<file path="src/rtl/serial_to_symbol_packer.sv">
// Serial-to-parallel packer: gathers a 1-bit stream into 1/2/4/6-bit
// right-aligned symbols for the QAM mapper, with a valid/ready output stage.
module serial_to_symbol_packer #(
  parameter int unsigned MAX_BITS  = 6,
  parameter int unsigned MSB_FIRST = 0,
  parameter int unsigned CNT_W     = 3
) (
  input  logic                clk,
  input  logic                rst_n,
  input  logic [1:0]          mod_type,
  input  logic                sync_clr,
  input  logic                in_valid,
  output logic                in_ready,
  input  logic                in_bit,
  output logic                sym_valid,
  input  logic                sym_ready,
  output logic [MAX_BITS-1:0] sym_data,
  output logic [CNT_W-1:0]    sym_bits,
  output logic [1:0]          sym_mode,
  output logic                busy
);

  // Bits per symbol for each modulation
  function automatic logic [CNT_W-1:0] mode_bits(input logic [1:0] m);
    case (m)
      2'd0:    mode_bits = CNT_W'(1);
      2'd1:    mode_bits = CNT_W'(2);
      2'd2:    mode_bits = CNT_W'(4);
      default: mode_bits = CNT_W'(6);
    endcase
  endfunction

  logic [CNT_W-1:0]    cnt_q, cnt_d;
  logic [MAX_BITS-1:0] asm_q, asm_d;
  logic [1:0]          mode_q, mode_d;
  logic                sym_valid_q, sym_valid_d;
  logic [MAX_BITS-1:0] sym_data_q, sym_data_d;
  logic [CNT_W-1:0]    sym_bits_q, sym_bits_d;
  logic [1:0]          sym_mode_q, sym_mode_d;
  logic                busy_q, busy_d;

  logic [1:0]          eff_mode_c;
  logic [CNT_W-1:0]    n_c;
  logic [CNT_W-1:0]    pos_c;
  logic                last_c;
  logic                accept_c;
  logic [MAX_BITS-1:0] asm_new_c;

  // Next-state: bit insertion, symbol completion, output handshake, flush
  always_comb begin
    cnt_d       = cnt_q;
    asm_d       = asm_q;
    mode_d      = mode_q;
    sym_valid_d = sym_valid_q;
    sym_data_d  = sym_data_q;
    sym_bits_d  = sym_bits_q;
    sym_mode_d  = sym_mode_q;

    // Live mode governs the first bit; afterwards the mode latched on bit 0
    eff_mode_c = (cnt_q == '0) ? mod_type : mode_q;
    n_c        = mode_bits(eff_mode_c);
    last_c     = (cnt_q == n_c - CNT_W'(1));
    // Only the completing bit stalls, and only into a full, non-draining output
    in_ready   = !(last_c && sym_valid_q && !sym_ready);
    accept_c   = in_valid && in_ready && !sync_clr;
    pos_c      = (MSB_FIRST != 0) ? (n_c - CNT_W'(1) - cnt_q) : cnt_q;

    asm_new_c = asm_q;
    for (int i = 0; i < int'(MAX_BITS); i++) begin
      if (CNT_W'(i) == pos_c) asm_new_c[i] = in_bit;
    end

    if (sym_valid_q && sym_ready) sym_valid_d = 1'b0;

    if (sync_clr) begin
      cnt_d = '0;
      asm_d = '0;
    end else if (accept_c) begin
      if (cnt_q == '0) mode_d = mod_type;
      if (last_c) begin
        sym_valid_d = 1'b1;
        sym_data_d  = asm_new_c;
        sym_bits_d  = n_c;
        sym_mode_d  = eff_mode_c;
        cnt_d       = '0;
        asm_d       = '0;
      end else begin
        cnt_d = cnt_q + CNT_W'(1);
        asm_d = asm_new_c;
      end
    end

    busy_d = (cnt_d != '0);
  end

  // State and output registers
  always_ff @(posedge clk or negedge rst_n) begin
    if (!rst_n) begin
      cnt_q       <= '0;
      asm_q       <= '0;
      mode_q      <= '0;
      sym_valid_q <= 1'b0;
      sym_data_q  <= '0;
      sym_bits_q  <= '0;
      sym_mode_q  <= '0;
      busy_q      <= 1'b0;
    end else begin
      cnt_q       <= cnt_d;
      asm_q       <= asm_d;
      mode_q      <= mode_d;
      sym_valid_q <= sym_valid_d;
      sym_data_q  <= sym_data_d;
      sym_bits_q  <= sym_bits_d;
      sym_mode_q  <= sym_mode_d;
      busy_q      <= busy_d;
    end
  end

  assign sym_valid = sym_valid_q;
  assign sym_data  = sym_data_q;
  assign sym_bits  = sym_bits_q;
  assign sym_mode  = sym_mode_q;
  assign busy      = busy_q;

endmodule

</file>
<file path="config.mk">
export PLATFORM = sky130hd
export DESIGN_NAME = serial_to_symbol_packer
export DESIGN_NICKNAME = d
export VERILOG_FILES = /design/src/rtl/serial_to_symbol_packer.sv
export SDC_FILE = /design/constraint.sdc
export NUM_CORES = 1
export LEC_CHECK = 0
export CORE_AREA = 4 4 67 69
export DETAILED_ROUTE_END_ITERATION = 10
export DIE_AREA = 0 0 71 73
export GPL_TIMING_DRIVEN = 0
export HOLD_SLACK_MARGIN = 0.08
export MAX_ROUTING_LAYER = met4
export SYNTH_ARGS = -nofsm -noshare
export SYNTH_HDL_FRONTEND = slang
export SYNTH_SLANG_ARGS = --single-unit
</file>
<file path="constraint.sdc">
create_clock -name clk -period 2.4 [get_ports clk]
set_input_delay 0.72 -clock clk [delete_from_list [all_inputs] [get_ports clk]]
set_output_delay 0.72 -clock clk [all_outputs]
set_load 0.05 [all_outputs]
</file>
After elaboration in Yosys (flattened, before gate mapping)

Index checks and enable logic that the tools add are counted.

Register bits after elaboration: 24
Input port bits: 8
Output and inout port bits: 14
Logic and storage cells: 51

Add/subtract/negate cells: 2
Equality and inequality tests: 8
Multiplexer cells: 18
Bitwise gates (word level): 1
Reductions and logical operators: 14

Operator list:

| cell                                              | number |
|---|---|
| 2-to-1 mux 6 bit                                  | 3 |
| 2-to-1 mux 1 bit                                  | 10 |
| 2-to-1 mux 3 bit                                  | 3 |
| case mux 3 bit (3 select lines)                   | 1 |
| == test 2 x 3 -> 1 bit (first input constant)     | 2 |
| == test 3 bit (first input constant)              | 2 |
| logical AND 1 bit                                 | 5 |
| adder 3 x 1 -> 3 bit (second input constant)      | 1 |
| == test 1 x 3 -> 1 bit (first input constant)     | 1 |
| == test 3 bit                                     | 1 |
| logical NOT 1 bit                                 | 3 |
| logical NOT 3 bit                                 | 1 |
| AND reduction 3 bit                               | 1 |
| nonzero test 3 bit                                | 1 |
| subtractor 3 x 1 -> 3 bit (second input constant) | 1 |
| == test 2 x 1 -> 1 bit (second input constant)    | 1 |
| == test 2 bit (second input constant)             | 1 |
| logical NOT 2 bit                                 | 1 |
| 2-to-1 mux 2 bit                                  | 1 |
| AND reduction 2 bit                               | 1 |
| nonzero test 2 bit                                | 1 |
| inverter 1 bit                                    | 1 |

Depth between registers and ports, before layout

Gate-level depths: netlist of run 1.

Depth after elaboration: 14
Gate-level depth with buffers: 9
Depth with buffers taken out: 8

Least setup slack after synthesis of run 1

No wires, ideal clock.

Path kind: register to output
From: reg cnt_q[0]
To: out in_ready
Data arrival time: 1.890 ns
Data required time: 1.680 ns
Slack: -0.210 ns
Cell stages (with the launch flop): 7
Buffers on the path: 0
Path through: dfrtp_1 -> inv_1 -> ha_1 -> and4bb_1 -> a31oi_1 -> o22ai_2 -> o211ai_2

Word-level cells in the longest chain between the ends: 9
Elaborated cells between the ends (all ways): 11
Those cells by class: add/sub: 1; eq/ne: 3; mux: 2; reduce/logical: 5

Ends and longest elaborated chain:

| what                                  | RTL line | RTL |
|---|---|---|
| start, declared                       | 33       | `logic [CNT_W-1:0] cnt_q, cnt_d;` |
| start signal, assigned                | 108      | `cnt_q <= cnt_d;` |
| logical NOT 3 bit                     | 60       | `eff_mode_c = (cnt_q == '0) ? mod_type : mode_q;` |
| 2-to-1 mux 2 bit                      | -        |  |
| == test 2 bit (tied with other cells) | 25       | `case (m)` |
| case mux 3 bit (3 select lines)       | 25       |  |
| subtractor 3 x 1 -> 3 bit             | -        |  |
| == test 3 bit (*)                     | 62       | `last_c = (cnt_q == n_c - CNT_W'(1));` |
| logical AND 1 bit (*) (2 in series)   | 64       | `in_ready = !(last_c && sym_valid_q && !sym_ready);` |
| logical NOT 1 bit (*)                 | 64       |  |
| end, declared                         | 13       | `output logic in_ready,` |

Mark *: on every way between the ends. The rest lies on a longest branch, timed or not.

Worst setup path after layout of run 1

From: in mod_type[0]
To: out in_ready

Word-level cells in the longest chain between the ends: 8
Elaborated cells between the ends (all ways): 10
Those cells by class: add/sub: 1; eq/ne: 3; mux: 2; reduce/logical: 4

Ends and longest elaborated chain:

| what                                  | RTL line | RTL |
|---|---|---|
| start, declared                       | 10       | `input logic [1:0] mod_type,` |
| 2-to-1 mux 2 bit (*)                  | -        |  |
| == test 2 bit (tied with other cells) | 25       |  |
| case mux 3 bit (3 select lines) (*)   | 25       |  |
| subtractor 3 x 1 -> 3 bit (*)         | -        |  |
| == test 3 bit (*)                     | 62       |  |
| logical AND 1 bit (*) (2 in series)   | 64       |  |
| logical NOT 1 bit (*)                 | 64       |  |

Marks and branches as above.

==> out/results.tsv, run 1 <==
stage	metric	value	unit
run_status	status	finished, violations left	
run_status	violations	setup timing	
global_route	gr-usage-met1	16.8	%
clocking	clock_sinks	24	
finish	final_nets	178	
synth	synth-main-ff-cell	dfrtp_1	
routing	via_per_inst	5.46	
global_route	grt.overflow.total	0	
sta	tightest_slew	1.09	ns
global_route	met3_usage	1.79	%
synth	netlist_area	1330	um2
global_route	grt_pass1_wl	5510	um
sta	rsz0062_at_grt	yes	
sta	finClkSkew	0.00303	ns
floorplan	initial_core_util	34.0	%
synth	synth_top_area_share	45.2	%
sta	fmax	398	MHz
worst_hold_path	hp-class	flip-flop to flip-flop	
sta	period_share	105	%
worst_hold_path	whs_path_depth	1	
finish	fillerInstances	373	
routing	drt-total-wl	3290	um
synth	synth_area_per_cell	10.1	um2
finish	num_antenna_cells	0	
worst_setup_path	cp.required	1.68	ns
place	dp_cells	202	
floorplan	dieArea	5180	um2
place	detailed_place_hpwl	2300	um
finish	fin_util	46.1	%
sta	final_hold_viol_count	0	
pwr	vdd_drop_max	0.303	mV
clocking	cts_tree	yes	
finish	final_cells	214	
finish	mostFrequentLayoutCells	22 x dfrtp_1, 17 x clkdlybuf4s50_1, 9 x nand2_1, 8 x inv_1, 8 x buf_4	
global_route	grt_busiest_layer	met2	
pwr	power_leakage	0.743	nW
synth	syn_inst	132	
routing	drc	0	
finish	seqCellArea	603	um2
worst_setup_path	cp.arrival	1.79	ns
pwr	finalPower	1.66	mW
global_route	grt_util_met2	22.9	%
job	maxCapViolations	0	
floorplan	io_pins	22	
synth	synth_top_area_cell	dfrtp_1	
clocking	path_clk_slew	0.08	ns
global_route	grt_max_degree	25	
worst_hold_path	min_from	asm_q[2]	
worst_hold_path	hold_end	asm_q[2]	
global_route	antenna_found_initial	0	
place	io_buffers	20	
worst_setup_path	crit_path_start_kind	primary input	
clocking	worstSkewPairLatency	0.26	ns
clocking	hold_buffers	0	
sta	setup_viol	1	
sta	slew_viol_final	0	
worst_setup_path	reg2reg_slack	0.09	ns
routing	antenna_left	0	
sta	worst_slack	-0.111	ns
clocking	htree_num_levels	1	
synth	ys.warnings.count	0	
finish	final_common_cell	dfrtp_1	
synth	netlist_top_cells_area	dfrtp_1 45%, ha_1 4.7%, a31oi_1 3.3%	
finish	syn_to_final_growth	35.7	%
worst_setup_path	worstReg2RegEnd	sym_data[3]	
clocking	cts_made_buffers	3	
pwr	p_per_area	923	nW/um2
finish	multiInputGateArea	778	um2
sta	slew_headroom	27.2	%
place	place_congestion	0.865	
synth	ys_seq_area_share	45.2	%
synth	synth_cell_types	42	
finish	drive_gt1_share	23.2	%
synth	synth_edf_count	0	
routing	wl_per_cell	15.4	um
worst_setup_path	critical_path_peak_fanout	5	
worst_setup_path	r2r_start	cnt_q[0]	
synth	syn-num-nets	145	
place	dp_slack	-1.32	ns
synth	synth-seq-cells	24	
routing	dr_total_vias	1168	
worst_setup_path	crit_type	primary input to primary output	
synth	async_flop_share	100	%
worst_setup_path	rr_worst_depth	10	
global_route	grt_pass1_vias	1141	
clocking	cts_root_buf	clkbuf_8	
routing	drt_first_pass_iters	4	
floorplan	dieWidth	71	um
floorplan	core	3910	um2
worst_setup_path	cp-end-kind	primary output	
sta	fin_crit	2.51	ns
global_route	grt.total_usage	13.6	%
floorplan	die_y	73	um
floorplan	fp-row-count	23	
clocking	cts_buffer_depth	2	
routing	dr.first_iter.drc_count	57	
## layer usage
metal / vias to the layer above / wire, um / share of wire, %
li1: 551 / - / -
met1: 565 / 1420 / 43
met2: 48 / 1650 / 50
met3: 4 / 179 / 5.4
met4: 0 / 39 / 1.2
met5: - / 0 / 0
## flip-flops by register name (all words and copies together), names as in the netlist
| register | count |
|---|---|
| asm_q | 6 |
| busy | 1 |
| cnt_q | 3 |
| mode_q | 2 |
| sym_bits | 3 |
| sym_data | 6 |
| sym_mode | 2 |
| sym_valid | 1 |
## Yosys cell counts (all sizes together), types with 2 or more instances
cell and number:
a21o 5, a21oi 7, nor3 2, buf 2
o21ai 8, nand3 5, a211o 2, dfrtp 24
a21boi 2, nor2b 5, o21a 4, nor2 6
mux2 3, nand2b 4, inv 10, nand2 9
a31oi 8, a221o 2, o22ai 2, o2111ai 2
ha 5
## repair_timing
item | CTS | global route
pin swaps | 6 | 0
endpoints found under the hold margin | 0 | 0
gates resized for setup | 30 | 2
endpoints found under the setup margin | 24 | 5
buffers inserted | 8 | 0
## cell families (layout without fill, tap and decap cells)
family                     count (synthesis)  in the layout  share of synthesized area (%)
AOI/OAI and AO/OA                         48             48                           27.0
adders and majority gates                  5              5                           4.71
buffers and inverters                     13             45                           3.77
DFF                                       24             24                           45.2
muxes                                      3              3                           2.54
and+or+nand+nor                           39             39                           16.8
## power by group
part,total [mW],switching [mW],leakage [nW],internal (mW)
clock,0.270,0.124,0.0288,0.146
sequential,0.560,0.0567,0.306,0.504
combinational,0.833,0.527,0.408,0.306
total,1.66,0.708,0.743,0.955
## layout make-up
class,count,area share [%]
repair buffers,28,13.9
multi-input cells,95,43.2
flip-flops and latches,24,33.4
plain buffers,3,0.694
clock buffers,4,3.05
inverters,10,2.22
well taps,50,3.47
## critical path: stages
cell and delay [ns]:
buf_2 0.16, and4bb_1 0.23, a31oi_4 0.19, o22ai_4 0.10, o211ai_4 0.20, buf_6 0.19
## through the flow
step	instance area [um2]	hold slack, ns	setup TNS, ns
2_1_floorplan	1350	0.424	-0.00792
3_3_place_gp	1610	0.456	-11.77
3_5_place_dp	1610	0.460	-12.73
4_1_cts	1790	0.481	-0.108
5_1_grt	1800	0.502	-0.302
6_report	1800	0.478	-0.111
## how the worst max path moves through the flow
| stage | startpoint | end | depth (start not counted) |
|---|---|---|---|
| floorplan | mod_type[1] | in_ready | 4 |
| global placement | mod_type[0] | in_ready | 6 |
| detailed placement | mod_type[0] | in_ready | 6 |
| CTS | cnt_q[0] | in_ready | 7 |
| global route | cnt_q[0] | in_ready | 7 |
| finish | mod_type[0] | in_ready | 6 |
(Power assumes the default switching activity.)
==> inputs of run 2 (changes only) <==
--- a/config.mk
+++ b/config.mk
@@ -8,9 +8,9 @@
 export CORE_AREA = 4 4 67 69
 export DETAILED_ROUTE_END_ITERATION = 10
 export DIE_AREA = 0 0 71 73
+export GPL_ROUTABILITY_DRIVEN = 0
 export GPL_TIMING_DRIVEN = 0
 export HOLD_SLACK_MARGIN = 0.08
-export MAX_ROUTING_LAYER = met4
 export SYNTH_ARGS = -nofsm -noshare
 export SYNTH_HDL_FRONTEND = slang
 export SYNTH_SLANG_ARGS = --single-unit
==> run 2 against run 1 <==
Against the previous run:
- the run still ends with setup timing left
- die area did not move
- sequential cell count did not move
- final cell count did not move
- worst hold slack barely moved
- total power barely moved
- clock power barely moved
- critical endpoint unchanged
- utilization did not move
- clock skew rose by 0.0011 ns
- worst setup slack improved by 0.0017 ns
- sequential share of layout area did not move
- clock-buffer cell count did not move
- non-clock buffer count did not move
==> out/results.tsv, run 2 (same netlist as run 1, synthesis figures left out) <==
stage	metric	value	unit
run_status	status	finished, violations left	
run_status	violations	setup timing	
worst_hold_path	whs_path_depth	1	
pwr	vdd_drop_max	0.303	mV
worst_setup_path	reg2reg_slack	0.09	ns
global_route	grt.total_usage	13.2	%
sta	fmax	399	MHz
clocking	worstSkewPairLatency	0.26	ns
routing	dr_total_vias	1173	
worst_hold_path	min_from	asm_q[2]	
pwr	switching_share	42.6	%
sta	fin_crit	2.51	ns
floorplan	core	3910	um2
global_route	antenna_found_initial	0	
worst_setup_path	cp.arrival	1.79	ns
place	dp_cells	202	
floorplan	die_y	73	um
finish	final_cells	214	
clocking	cts_tree	yes	
floorplan	dieWidth	71	um
place	io_buffers	20	
floorplan	dieArea	5180	um2
place	detailed_place_hpwl	2300	um
floorplan	initial_core_util	34.0	%
worst_setup_path	cp.required	1.68	ns
global_route	grt.overflow.total	0	
finish	final_common_cell	dfrtp_1	
sta	slew_headroom	27.4	%
finish	mostFrequentLayoutCells	22 x dfrtp_1, 17 x clkdlybuf4s50_1, 9 x nand2_1, 8 x inv_1, 8 x buf_4	
worst_setup_path	crit_type	primary input to primary output	
floorplan	fp-row-count	23	
clocking	htree_num_levels	1	
finish	num_antenna_cells	0	
global_route	grt_pass1_vias	1135	
sta	rsz0062_at_grt	yes	
global_route	grt_pass1_wl	5490	um
pwr	power_leakage	0.743	nW
pwr	p_per_area	923	nW/um2
pwr	p_switching	709	uW
sta	final_hold_viol_count	0	
job	maxCapViolations	0	
routing	drt-total-wl	3300	um
worst_hold_path	hold_end	asm_q[2]	
worst_setup_path	r2r_start	cnt_q[0]	
sta	period_share	105	%
worst_setup_path	worstReg2RegEnd	sym_data[3]	
pwr	p_comb_share	50.0	%
finish	final_nets	178	
sta	worst_slack	-0.109	ns
worst_setup_path	cp_cell_sequence	buf_2, and4bb_1, a31oi_4, o22ai_4, o211ai_4, buf_6	
pwr	clkPwrFrac	16.3	%
routing	dr.first_iter.drc_count	56	
worst_setup_path	critical_path_peak_fanout	5	
sta	slew_viol_final	0	
clocking	hold_buffers	0	
routing	via_per_inst	5.48	
clocking	path_clk_slew	0.08	ns
clocking	cts_root_buf	clkbuf_8	
finish	fillerInstances	373	
finish	drive_gt1_share	23.2	%
clocking	cts_made_buffers	3	
routing	antenna_left	0	
worst_hold_path	hp-class	flip-flop to flip-flop	
worst_setup_path	rr_worst_depth	10	
pwr	seqPwrFrac	33.7	%
clocking	cts_buffer_depth	2	
global_route	grt_max_degree	25	
floorplan	io_pins	22	
worst_setup_path	cp-end-kind	primary output	
sta	tightest_slew	1.09	ns
clocking	clock_sinks	24	
routing	drt_first_pass_iters	4	
routing	drc	0	
sta	finClkSkew	0.00411	ns
sta	setup_viol	1	
worst_setup_path	crit_path_start_kind	primary input	
routing	wl_per_cell	15.4	um
finish	syn_to_final_growth	35.7	%
pwr	p_int	955	uW
worst_setup_path	critPathMaxStageDelay	0.23	ns
worst_setup_path	critPathSlowestCell	and4bb_1	
sta	tns	-0.109	ns
## run 2: final cells by class
class                   instances  area, um2  area share, %
well taps                      50       62.6           3.47
clock buffers                   4       55.1           3.05
plain buffers                   3       12.5          0.694
inverters                      10       40.0           2.22
repair buffers                 28        251           13.9
flip-flops and latches         24        603           33.4
multi-input cells              95        778           43.2
## run 2: power groups by stage
stage          logic [mW]  clock network, mW  registers [mW]
4_1_cts             0.829              0.283           0.562
3_3_place_gp        0.746                  0           0.567
2_1_floorplan       0.222                  0           0.855
6_report            0.833              0.272           0.560
3_5_place_dp        0.753                  0           0.572
5_1_grt             0.874              0.291           0.573
## run 2: worst max path at each step
stage | from | to | cells past startpoint
floorplan | mod_type[1] | in_ready | 4
global placement | mod_type[0] | in_ready | 6
detailed placement | mod_type[0] | in_ready | 6
CTS | cnt_q[0] | in_ready | 7
global route | cnt_q[0] | in_ready | 7
finish | mod_type[0] | in_ready | 6
## run 2: per-layer routing
| layer | wire [um] | up-vias | global-route usage [%] |
|---|---|---|---|
| met5 | 0 | - | 0 |
| met4 | 39 | 0 | 5.01 |
| met3 | 157 | 4 | 2.07 |
| met2 | 1660 | 43 | 22.9 |
| met1 | 1440 | 575 | 16.5 |
| li1 | - | 551 | - |
## run 2: metrics by stage
stage               cell area (um2)  power [mW]  hold slack [ns]  setup slack (ns)  utilization [%]
detailed placement             1610        1.33            0.460             -1.32             41.2
CTS                            1790        1.67            0.481            -0.108             45.8
finish                         1800        1.66            0.478            -0.109             46.1
global placement               1610        1.31            0.456             -1.29             41.2
floorplan                      1350        1.08            0.424          -0.00792                -
global route                   1800        1.74            0.502            -0.160             46.1
## run 2: worst max-delay path: cells and delay by family
| kind | cells | cell delay, ns |
|---|---|---|
| buffers and inverters | 2 | 0.35 |
| AO/OA/AOI/OAI | 3 | 0.49 |
| AND/OR/NAND/NOR | 1 | 0.23 |
## run 2: timing repair
item                       CTS  global route
resized for setup           30             2
setup endpoints to repair   24             6
setup buffers                8             0
pin swaps                    6             0
